==> src/rtl/mio_bus_ctrl.sv <==
// mio_bus_ctrl: CPU memory/IO bus controller.
// Routes each access to RAM, GPIO, timer or unmapped; acks via MIO_ready.
module mio_bus_ctrl #(
  parameter int RAM_AW  = 10,
  parameter int RAM_LAT = 1
) (
  input  logic              clk,
  input  logic              reset,
  input  logic              cpu_req,
  input  logic              cpu_we,
  input  logic [31:0]       cpu_addr,
  input  logic [31:0]       cpu_wdata,
  output logic [31:0]       cpu_rdata,
  output logic              MIO_ready,
  output logic              INT,
  output logic [RAM_AW-1:0] ram_addr,
  output logic              ram_we,
  output logic [31:0]       ram_wdata,
  input  logic [31:0]       ram_rdata,
  input  logic [15:0]       sw,
  output logic [15:0]       led
);

  typedef enum logic [1:0] {
    IDLE,
    ACC,
    RESP
  } state_t;

  typedef enum logic [2:0] {
    T_RAM,
    T_GPIO,
    T_CNT,
    T_CTRL,
    T_NONE
  } tgt_t;

  localparam logic [1:0] WAIT_INIT =
    2'(RAM_LAT - 1);

  state_t      state;
  tgt_t        req_tgt;
  tgt_t        acc_tgt;
  logic        acc_we;
  logic [1:0]  wait_cnt;

  logic [15:0] sw_meta;
  logic [15:0] sw_sync;

  logic [31:0] count;
  logic [31:0] reload;
  logic        cnt_en;
  logic        irq_en;
  logic        pending;

  logic        go;
  logic        wr_led;
  logic        wr_cnt;
  logic        wr_ctrl;
  logic        tick_zero;
  logic [31:0] rd_val;

  always_comb begin
    req_tgt = T_NONE;
    unique case (1'b1)
      cpu_addr[31:28] == 4'h0:
        req_tgt = T_RAM;
      cpu_addr[31:28] == 4'hE &&
      cpu_addr[27:0] == 28'h0:
        req_tgt = T_GPIO;
      cpu_addr[31:28] == 4'hF &&
      cpu_addr[27:0] == 28'h0:
        req_tgt = T_CNT;
      cpu_addr[31:28] == 4'hF &&
      cpu_addr[27:0] == 28'h4:
        req_tgt = T_CTRL;
      default: req_tgt = T_NONE;
    endcase
  end

  assign go = (state == IDLE) && cpu_req;

  assign wr_led =
    go && cpu_we && (req_tgt == T_GPIO);
  assign wr_cnt =
    go && cpu_we && (req_tgt == T_CNT);
  assign wr_ctrl =
    go && cpu_we && (req_tgt == T_CTRL);

  assign tick_zero =
    cnt_en && (count == 32'h0);

  always_comb begin
    rd_val = 32'h0;
    unique case (acc_tgt)
      T_GPIO:  rd_val = {16'h0, sw_sync};
      T_CNT:   rd_val = count;
      T_CTRL:  rd_val = {29'h0, pending,
                         irq_en, cnt_en};
      default: rd_val = 32'h0;
    endcase
  end

  always_ff @(posedge clk) begin
    if (!reset) begin
      state     <= IDLE;
      acc_tgt   <= T_NONE;
      acc_we    <= 1'b0;
      wait_cnt  <= 2'd0;
      cpu_rdata <= 32'h0;
      MIO_ready <= 1'b0;
      ram_we    <= 1'b0;
      ram_addr  <= '0;
      ram_wdata <= 32'h0;
    end else begin
      MIO_ready <= 1'b0;
      ram_we    <= 1'b0;
      unique case (state)
        IDLE: begin
          if (cpu_req) begin
            acc_tgt  <= req_tgt;
            acc_we   <= cpu_we;
            wait_cnt <= WAIT_INIT;
            state    <= ACC;
            if (req_tgt == T_RAM) begin
              ram_addr  <=
                cpu_addr[RAM_AW+1:2];
              ram_wdata <= cpu_wdata;
              ram_we    <= cpu_we;
            end
          end
        end
        ACC: begin
          if (acc_tgt == T_RAM && !acc_we) begin
            if (wait_cnt == 2'd0) begin
              cpu_rdata <= ram_rdata;
              state     <= RESP;
            end else begin
              wait_cnt <= wait_cnt - 2'd1;
            end
          end else begin
            cpu_rdata <= rd_val;
            state     <= RESP;
          end
        end
        RESP: begin
          MIO_ready <= 1'b1;
          state     <= IDLE;
        end
        default: state <= IDLE;
      endcase
    end
  end

  always_ff @(posedge clk) begin
    if (!reset) begin
      sw_meta <= 16'h0;
      sw_sync <= 16'h0;
      led     <= 16'h0;
    end else begin
      sw_meta <= sw;
      sw_sync <= sw_meta;
      if (wr_led) begin
        led <= cpu_wdata[15:0];
      end
    end
  end

  // A zero-reload sets pending even if a clear lands on the same edge.
  always_ff @(posedge clk) begin
    if (!reset) begin
      count   <= 32'h0;
      reload  <= 32'h0;
      cnt_en  <= 1'b0;
      irq_en  <= 1'b0;
      pending <= 1'b0;
      INT     <= 1'b0;
    end else begin
      if (wr_cnt) begin
        count  <= cpu_wdata;
        reload <= cpu_wdata;
      end else if (cnt_en) begin
        if (count == 32'h0) begin
          count <= reload;
        end else begin
          count <= count - 32'd1;
        end
      end
      if (wr_ctrl) begin
        cnt_en <= cpu_wdata[0];
        irq_en <= cpu_wdata[1];
      end
      if (tick_zero) begin
        pending <= 1'b1;
      end else if (wr_ctrl && cpu_wdata[2]) begin
        pending <= 1'b0;
      end
      INT <= pending & irq_en;
    end
  end

endmodule
==> config.mk <==
export PLATFORM = sky130hd
export DESIGN_NAME = mio_bus_ctrl
export DESIGN_NICKNAME = d
export VERILOG_FILES = /design/src/rtl/mio_bus_ctrl.sv
export SDC_FILE = /design/constraint.sdc
export NUM_CORES = 1
export LEC_CHECK = 0
export ABC_AREA = 1
export CORE_MARGIN = 2
export CORE_UTILIZATION = 51
export CTS_CLUSTER_SIZE = 20
export DETAILED_ROUTE_END_ITERATION = 10
export GPL_TIMING_DRIVEN = 1
export PLACE_DENSITY = 0.81
export SETUP_SLACK_MARGIN = 0.3
export SYNTH_ARGS = -nofsm -noshare
export SYNTH_HDL_FRONTEND = slang
export SYNTH_SLANG_ARGS = --single-unit
==> constraint.sdc <==
create_clock -name clk -period 2.2 [get_ports clk]
set_input_delay 0.55 -clock clk [delete_from_list [all_inputs] [get_ports clk]]
set_output_delay 0.55 -clock clk [all_outputs]
set_load 0.05 [all_outputs]
=== After elaboration in Yosys (flattened, before gate mapping) ===
Cells that the tools add are included.

* Bits of input ports: 116
* Register bits after elaboration: 200

* Add/subtract/negate cells: 2
* Reduce and logical (&&, ||, !) cells: 28
* Multiplexer cells: 18
* Equality and inequality tests: 16
* Bitwise logic cells: 1

{| class="wikitable"
|+ Operator list
! cell !! number
|-
| two-way mux 32 bit || 5
|-
| one-hot mux 32 bit (3 select lines) || 1
|-
| logical NOT 32 bit || 1
|-
| subtractor 32 x 1 -> 32 bit, second input constant || 1
|-
| equality test 28 x 3 -> 1 bit, second input constant || 1
|-
| logical NOT 28 bit || 1
|-
| equality test 3 x 2 -> 1 bit, second input constant || 4
|-
| two-way mux 2 bit || 6
|-
| one-hot mux 3 bit (4 select lines) || 1
|-
| logical AND 1 bit || 11
|-
| equality test 4 bit, second input constant || 2
|-
| one-hot mux 2 bit (2 select lines) || 2
|-
| AND reduction 4 bit || 2
|-
| equality test 3 x 1 -> 1 bit, second input constant || 2
|-
| logical NOT 3 bit || 2
|-
| != test 2 bit, second input constant || 3
|-
| AND reduction 2 bit || 3
|-
| nonzero test 2 bit || 3
|-
| logical NOT 2 bit || 2
|-
| logical NOT 4 bit || 1
|-
| two-way mux 1 bit || 3
|-
| != test 3 bit, second input constant || 1
|-
| AND reduction 3 bit || 1
|-
| equality test 2 x 1 -> 1 bit, second input constant || 1
|-
| other kinds (5) || 5
|}

=== Depth between registers and ports, before layout ===
Gate-level depths: netlist (run 1).

* Word-level depth: 8
* Gate-level depth with buffers: 14
* Mapped depth without buffers: 13

=== Worst setup path after synthesis (run 1) ===
OpenSTA, ideal clock, no wires.

* Path kind: input port to flip-flop
* Start point: input port cpu_addr[23]
* End point: register led[5]
* Required time: 2.068 ns
* Arrival time: 1.671 ns
* Slack: 0.397 ns
* Setup time: 0.132 ns
* Stages on the path: 11
* Buffers on the path: 1
* Cells stage by stage: nor2_1 -> nand2_1 -> nor2_1 -> nand2_2 -> nor2_8 -> nand2_2 -> nor2_4 -> inv_2 -> buf_2 -> nand2_1 -> a21oi_1

* Cells in the longest elaborated chain, start to end: 5
* Elaborated cells on any way between the ends: 8

{| class="wikitable"
|+ RTL lines
! element !! line !! RTL
|-
| from (decl) || 11 || <nowiki>input logic [31:0] cpu_addr,</nowiki>
|-
| equality test 28 x 3 -> 1 bit or logical NOT 28 bit (tied branches) || 75, 69, 72 ||
|-
| logical AND 1 bit, on equally long branches || 74, 68, 71 ||
|-
| one-hot mux 3 bit (4 select lines) (*) || 65 || <nowiki>unique case (1'b1)</nowiki>
|-
| equality test 3 x 1 -> 1 bit (*) || 84 || <nowiki>go && cpu_we && (req_tgt == T_GPIO);</nowiki>
|-
| logical AND 1 bit (*) || 84 ||
|-
| to (signal assigned) || 164 || <nowiki>led <= cpu_wdata[15:0];</nowiki>
|-
| to (decl) || 21 || <nowiki>output logic [15:0] led</nowiki>
|}

Mark *: on every way between the ends. The rest lies on a longest branch, timed or not.
A chain may end at the register's enable or synchronous reset.

=== Worst setup path in the final report (run 1) ===
* Start point: register led[2]
* End point: output port led[2]

No word-level cell between the ends.

==> results.py, run 1 <==
metrics = {
    "outcome": {
        "outcome": "complete, no violations",
    },
    "layout": {
        "fin_nets": 1681,
        "final-seq-area_um2": 4000,
        "fin_area_um2": 12800,
        "diodes": 0,
        "fillers": 1389,
        "multi_input_area_um2": 4490,
        "layout-drive-gt1-share": 0.128,
        "final_core_util": 0.734,
        "area_growth_pct": 40.1,
    },
    "grt": {
        "grt_pass1_vias": 9134,
        "gr-total-overflow": 0,
        "grt_pass1_wl_um": 44500,
        "antenna_found_initial": 0,
        "grt_max_degree": 62,
        "grtUsageTotal": 0.300,
    },
    "clocking": {
        "cts_sinks": 200,
        "hold_buffers": 0,
        "clock_latency_ns": 0.45,
        "cts_tree": "yes",
        "cts_made_buffers": 17,
        "cts-htree-levels": 4,
        "root_buffer": "clkbuf_16",
        "clockBufferDepth": 2,
        "cts.clk_slew.worst_paths_ns": 0.08,
    },
    "yosys": {
        "postSynth.asyncResetShare": 0,
        "ys_types": 41,
        "avgSynthCellArea_um2": 6.93,
        "syn-cell-area_um2": 9130,
        "syn_nets": 1435,
        "ys_ff_latch": 200,
        "yosysTopAreaCellShare": 0.439,
        "synth.largest_area_cell": "dfxtp_1",
        "synthTopCellsByArea": "dfxtp_1 (44%), nand2_1 (14%), nor2_1 (7.7%), o21ai_0 (5.5%), a21oi_1 (5.3%)",
        "synth_edf_count": 0,
        "yosysWarnings": 0,
        "synthFlopType": "dfxtp_1",
        "post_synth_inst_count": 1316,
        "ys_seq_area_frac": 0.439,
    },
    "setup_path": {
        "crit_required_ns": 1.65,
        "regToRegSetupSlack_ns": 0.33,
        "crit_path_max_fanout": 2,
        "slowest_stage": "clkdlybuf4s15_1",
        "cp-startpoint": "led[2]",
        "crit_arrival_ns": 1.33,
        "crit_buf_inv": 1,
        "crit_end": "led[2]",
        "setup.worst_path.start_class": "flip-flop",
        "worstReg2RegEnd": "count[23]",
        "path_class": "reg -> out",
        "r2r_start": "count[14]",
        "critPathTopFamily": "buffers and inverters",
        "end_kind": "primary output",
        "rr_worst_depth": 10,
        "critical_path.max_stage_delay_ns": 0.52,
        "path_depth": 1,
        "critical_path.cell_chain": "clkdlybuf4s15_1",
    },
    "power_and_ir_drop": {
        "power_mw": 7.81,
        "powerDensity_nw_per_um2": 611,
        "irDropWorstVdd_mv": 0.606,
        "leakage_nw": 6.14,
    },
    "route": {
        "postRouteAntennaNets": 0,
        "drt_wl_total_um": 30000,
        "wl_per_cell_um": 16.7,
        "avgViaCountPerCell": 5.50,
        "initialDrtViolationCount": 832,
        "drt-pass1-iter-count": 5,
        "num_vias": 9891,
        "drc": 0,
    },
    "placement": {
        "portBuffers": 208,
        "dp_hpwl_um": 20100,
        "pre_cts_ws_ns": -0.171,
        "place_congestion": 0.954,
        "place_area_um2": 11700,
    },
    "floorplanning": {
        "core-area_um2": 17400,
        "io_pins": 209,
        "num_rows": 48,
        "start_util": 0.524,
        "die_h_um": 138,
        "die_area_um2": 19000,
        "die_x_um": 138,
    },
    "sta": {
        "period_needed_ns": 1.88,
        "rsz0062_at_grt": "yes",
        "hold_viol": 0,
        "fin_ws_ns": 0.323,
        "holdWs_ns": 0.407,
        "worst_slew_pin_slew_ns": 0.558,
        "max_freq_mhz": 533,
        "max_slew_margin": 0.627,
        "finClkSkew_ns": 0.0141,
        "post-route-period-util": 0.853,
        "setup_viol": 0,
        "drv_slew": 0,
    },
    "job": {
        "maxCapViolations": 0,
    },
    "hold_path": {
        "hp-class": "reg -> reg",
    },
}
==> worst min path at each step <==
stage | from | slack (ns) | cells past startpoint | to
after floorplan | sw_meta[0] | 0.39 | 2 | sw_sync[0]
after global placement | sw_meta[11] | 0.39 | 2 | sw_sync[11]
after detailed placement | sw_meta[1] | 0.40 | 2 | sw_sync[1]
after CTS | sw_meta[1] | 0.41 | 2 | sw_sync[1]
after global routing | cpu_addr[9] | 0.42 | 3 | ram_addr[7]
final | sw_meta[1] | 0.41 | 2 | sw_sync[1]
==> registers in the layout, indices dropped and copies added (netlist names), 3 cells and up <==
name / count
reload: 32
cpu_rdata: 32
led: 16
ram_wdata: 32
ram_addr: 10
count: 32
sw_sync: 16
sw_meta: 16
acc_tgt: 3
==> cells in the mapped netlist, types with 4 or more instances <==
cell type,n
nand2_1,334
dfxtp_1,200
nor2_1,186
inv_1,114
o21ai_0,100
a21oi_1,97
nand3_1,85
clkbuf_1,35
buf_2,19
a221oi_1,16
nand4_1,15
a31oi_1,13
nor2_2,11
nor3_1,10
buf_4,9
nor2_4,9
nand2_2,8
xor2_1,7
nand3b_1,6
buf_6,4
inv_2,4
o211ai_1,4
==> through the flow <==
step / cells / TNS (ns)
after floorplan: 1316 / 0
after global placement: 1748 / -4.96
after detailed placement: 1748 / -6.47
after CTS: 1781 / 0
after global routing: 1800 / 0
final: 1800 / 0
==> layout make-up <==
cell class / count / share of cell area
multi-input combinational: 927 / 0.351
sequential: 200 / 0.313
timing repair inverter: 1 / 0.000391
inverter: 122 / 0.0366
clock inverter: 14 / 0.0136
timing repair buffer: 293 / 0.229
tap: 225 / 0.0220
clock buffer: 18 / 0.0344
==> repair_timing <==
item / in CTS / in global routing
gates resized for setup: 98 / 138
pin swaps: 1 / 16
setup endpoints to repair: 99 / 122
endpoints found under the hold margin: 0 / 0
gates cloned: 0 / 7
buffers inserted: 1 / 12
==> kinds of logic after synthesis <==
group	after synthesis	share of synthesized area
xor+xnor	7	0.00672
flops	200	0.439
compound gates	240	0.143
simple gates	677	0.320
fa+ha+maj	3	0.00411
buf+inv	189	0.0875
==> layer usage <==
metal  wire, µm  track usage  vias up  part of all wire
li1           -            -     4734                 -
met1      11900        0.359     4622              0.40
met2      15000        0.524      450              0.50
met3       2100       0.0570       85             0.070
met4       1060        0.128        0             0.035
met5          0            0        -                 0
==> power by group <==
group | internal (mW) | switching (mW) | leakage (nW)
Sequential | 3.71 | 0.0403 | 1.62
Clock | 1.58 | 1.65 | 0.295
Combinational | 0.338 | 0.490 | 4.22
Total | 5.63 | 2.18 | 6.14
==> layout by cell type (no fill, tap or decap), drive strengths merged, types with 46 or more instances in the layout <==
master	instances
o21ai	102
clkdlybuf4s15	46
nand2	344
buf	81
dfxtp	200
nand3	87
inv	126
nor2	208
clkdlybuf4s50	91
a21oi	98
(Power assumes the default switching activity.)
==> run 2, diff against run 1 <==
--- a/config.mk
+++ b/config.mk
@@ -12,2 +12,3 @@
 export DETAILED_ROUTE_END_ITERATION = 10
+export GPL_ROUTABILITY_DRIVEN = 0
 export GPL_TIMING_DRIVEN = 1
==> constraint.sdc (replaced) <==
create_clock -name clk -period 2.2 [get_ports clk]
set_input_delay 0.44 -clock clk [delete_from_list [all_inputs] [get_ports clk]]
set_output_delay 0.44 -clock clk [all_outputs]
set_load 0.05 [all_outputs]
==> run 2 against run 1 <==
Effect of this change:
- worst setup slack gained 0.031 ns
- combinational power shrank 2%
- clock power shrank 3%
- die area is the same
- first-iteration DRC count shrank 5.3%
- cell count shrank 1.5%
- largest cell class unchanged
- highest routed layer unchanged
==> results.py, run 2 (same netlist as run 1, synthesis figures left out) <==
metrics = {
    "layout": {
        "area_growth_pct": 35.3,
        "fin_nets": 1654,
        "final_common_cell": "nand2_1",
        "layout_common_cells": "nand2_1 (328), dfxtp_1 (200), nor2_1 (172), inv_1 (112), clkdlybuf4s50_1 (112)",
        "fillers": 1459,
        "layout-drive-gt1-share": 0.105,
        "final_core_util": 0.709,
        "multi_input_area_um2": 4430,
        "diodes": 0,
        "final-seq-area_um2": 4000,
    },
    "grt": {
        "gr-total-overflow": 0,
        "grt_pass1_vias": 9140,
        "grt_pass1_wl_um": 43600,
        "grtUsageTotal": 0.291,
        "grt_max_degree": 84,
        "antenna_found_initial": 0,
    },
    "power_and_ir_drop": {
        "leakage_nw": 5.92,
        "irDropWorstVdd_mv": 0.547,
        "powerDensity_nw_per_um2": 623,
    },
    "clocking": {
        "cts_tree": "yes",
        "cts-htree-levels": 4,
        "cts_sinks": 200,
        "clockBufferDepth": 2,
        "root_buffer": "clkbuf_16",
        "clock_latency_ns": 0.44,
        "cts.clk_slew.worst_paths_ns": 0.08,
        "cts_made_buffers": 17,
    },
    "sta": {
        "drv_slew": 0,
        "period_needed_ns": 1.85,
        "holdWs_ns": 0.313,
        "post-route-period-util": 0.839,
        "max_freq_mhz": 542,
        "rsz0062_at_grt": "yes",
        "hold_viol": 0,
        "finClkSkew_ns": 0.0102,
        "max_slew_margin": 0.625,
        "worst_slew_pin_slew_ns": 0.564,
        "setup_viol": 0,
    },
    "setup_path": {
        "cp-startpoint": "cpu_addr[5]",
        "path_class": "in -> reg",
        "crit_required_ns": 2.57,
        "slowest_stage": "clkdlybuf4s50_1",
        "critical_path.cell_chain": "clkdlybuf4s50_1 -> nor2_2 -> nand2_1 -> nor2_2 -> nand2_2 -> nor2_8 -> buf_6 -> nand2_2 -> nor2_4 -> buf_12 -> clkbuf_16 -> nand2_1 -> a21oi_1",
        "end_kind": "flip-flop",
        "setup.worst_path.start_class": "input pin",
        "r2r_start": "count[10]",
        "worstReg2RegEnd": "count[23]",
        "critical_path.max_stage_delay_ns": 0.42,
        "rr_worst_depth": 11,
        "regToRegSetupSlack_ns": 0.40,
        "crit_path_max_fanout": 6,
        "crit_arrival_ns": 2.22,
    },
    "hold_path": {
        "whs_path_depth": 3,
        "hp-class": "in -> reg",
        "worstHoldStart": "cpu_addr[10]",
        "whs_endpoint": "ram_addr[8]",
    },
    "floorplanning": {
        "num_rows": 48,
        "core-area_um2": 17400,
        "die_area_um2": 19000,
        "die_x_um": 138,
        "start_util": 0.524,
        "die_h_um": 138,
        "io_pins": 209,
    },
    "job": {
        "maxCapViolations": 0,
    },
    "route": {
        "drt_wl_total_um": 27300,
        "postRouteAntennaNets": 0,
        "num_vias": 9556,
        "drc": 0,
        "drt-pass1-iter-count": 5,
        "initialDrtViolationCount": 788,
        "avgViaCountPerCell": 5.39,
        "wl_per_cell_um": 15.4,
    },
    "placement": {
        "portBuffers": 208,
        "dp_hpwl_um": 19500,
    },
    "outcome": {
        "outcome": "complete, no violations",
    },
}
==> run 2: changes by cell type in the layout (fill, tap and decap cells not counted), sizes merged <==
cell / previous run / this run
dlygate4sd2: 41 / 93
clkdlybuf4s15: 46 / 0
clkinvlp: 1 / 3
clkbuf: 29 / 18
buf: 81 / 59
inv: 126 / 122
clkdlybuf4s50: 91 / 112
dlymetal6s2s: 23 / 2
clkinv: 10 / 12
==> run 2: timing repair <==
| action | CTS | global route |
|---|---|---|
| setup buffers | 1 | 4 |
| cloned | 0 | 1 |
| setup endpoints to repair | 95 | 47 |
| pin swaps | 1 | 11 |
| hold buffers | 0 | 0 |
| endpoints found under the hold margin | 0 | 0 |
| resized for setup | 94 | 41 |
==> run 2: worst max-delay path by stage <==
stage | to | slack [ns]
final | led[6] | 0.35
after global routing | led[7] | 0.27
after CTS | led[2] | 0.32
after detailed placement | led[7] | -0.14
after global placement | led[13] | -0.06
after floorplan | led[5] | 0.51
==> run 2: cell type report <==
class                   instances  area share
multi-input cells             927       0.359
flip-flops and latches        200       0.324
repair buffers                267       0.207
inverters                     122      0.0376
clock buffers                  17      0.0345
well taps                     225      0.0228
clock inverters                15      0.0146
==> run 2: critical path: cells and delay by family <==
kind,cells,cell delay [ns]
AND/OR/NAND/NOR,8,0.79
buffers and inverters,4,0.83
AO/OA/AOI/OAI,1,0.14
==> run 2: metal layers <==
metal  track usage  up-vias  wire length [µm]
met1         0.352     4429             11100
li1              -     4684                 -
met5             0        -                 0
met2         0.511      371             13700
met3        0.0504       72              1660
met4         0.118        0               835
==> run 2: stage by stage <==
stage	instances	worst slack (ns)	setup TNS, ns	area (µm²)	power [mW]
4_1_cts	1768	0.319	0	12100	7.72
5_1_grt	1773	0.273	0	12300	7.93
2_1_floorplan	1316	0.507	0	9130	4.24
3_5_place_dp	1735	-0.137	-2.62	11600	4.68
3_3_place_gp	1735	-0.0624	-1.13	11600	4.67
6_report	1773	0.354	0	12300	7.69
==> run 2: power breakdown <==
group / total (mW) / switching [mW] / internal (mW)
logic: 0.811 / 0.477 / 0.333
clock network: 3.14 / 1.60 / 1.53
registers: 3.75 / 0.0397 / 3.71
total: 7.69 / 2.12 / 5.57
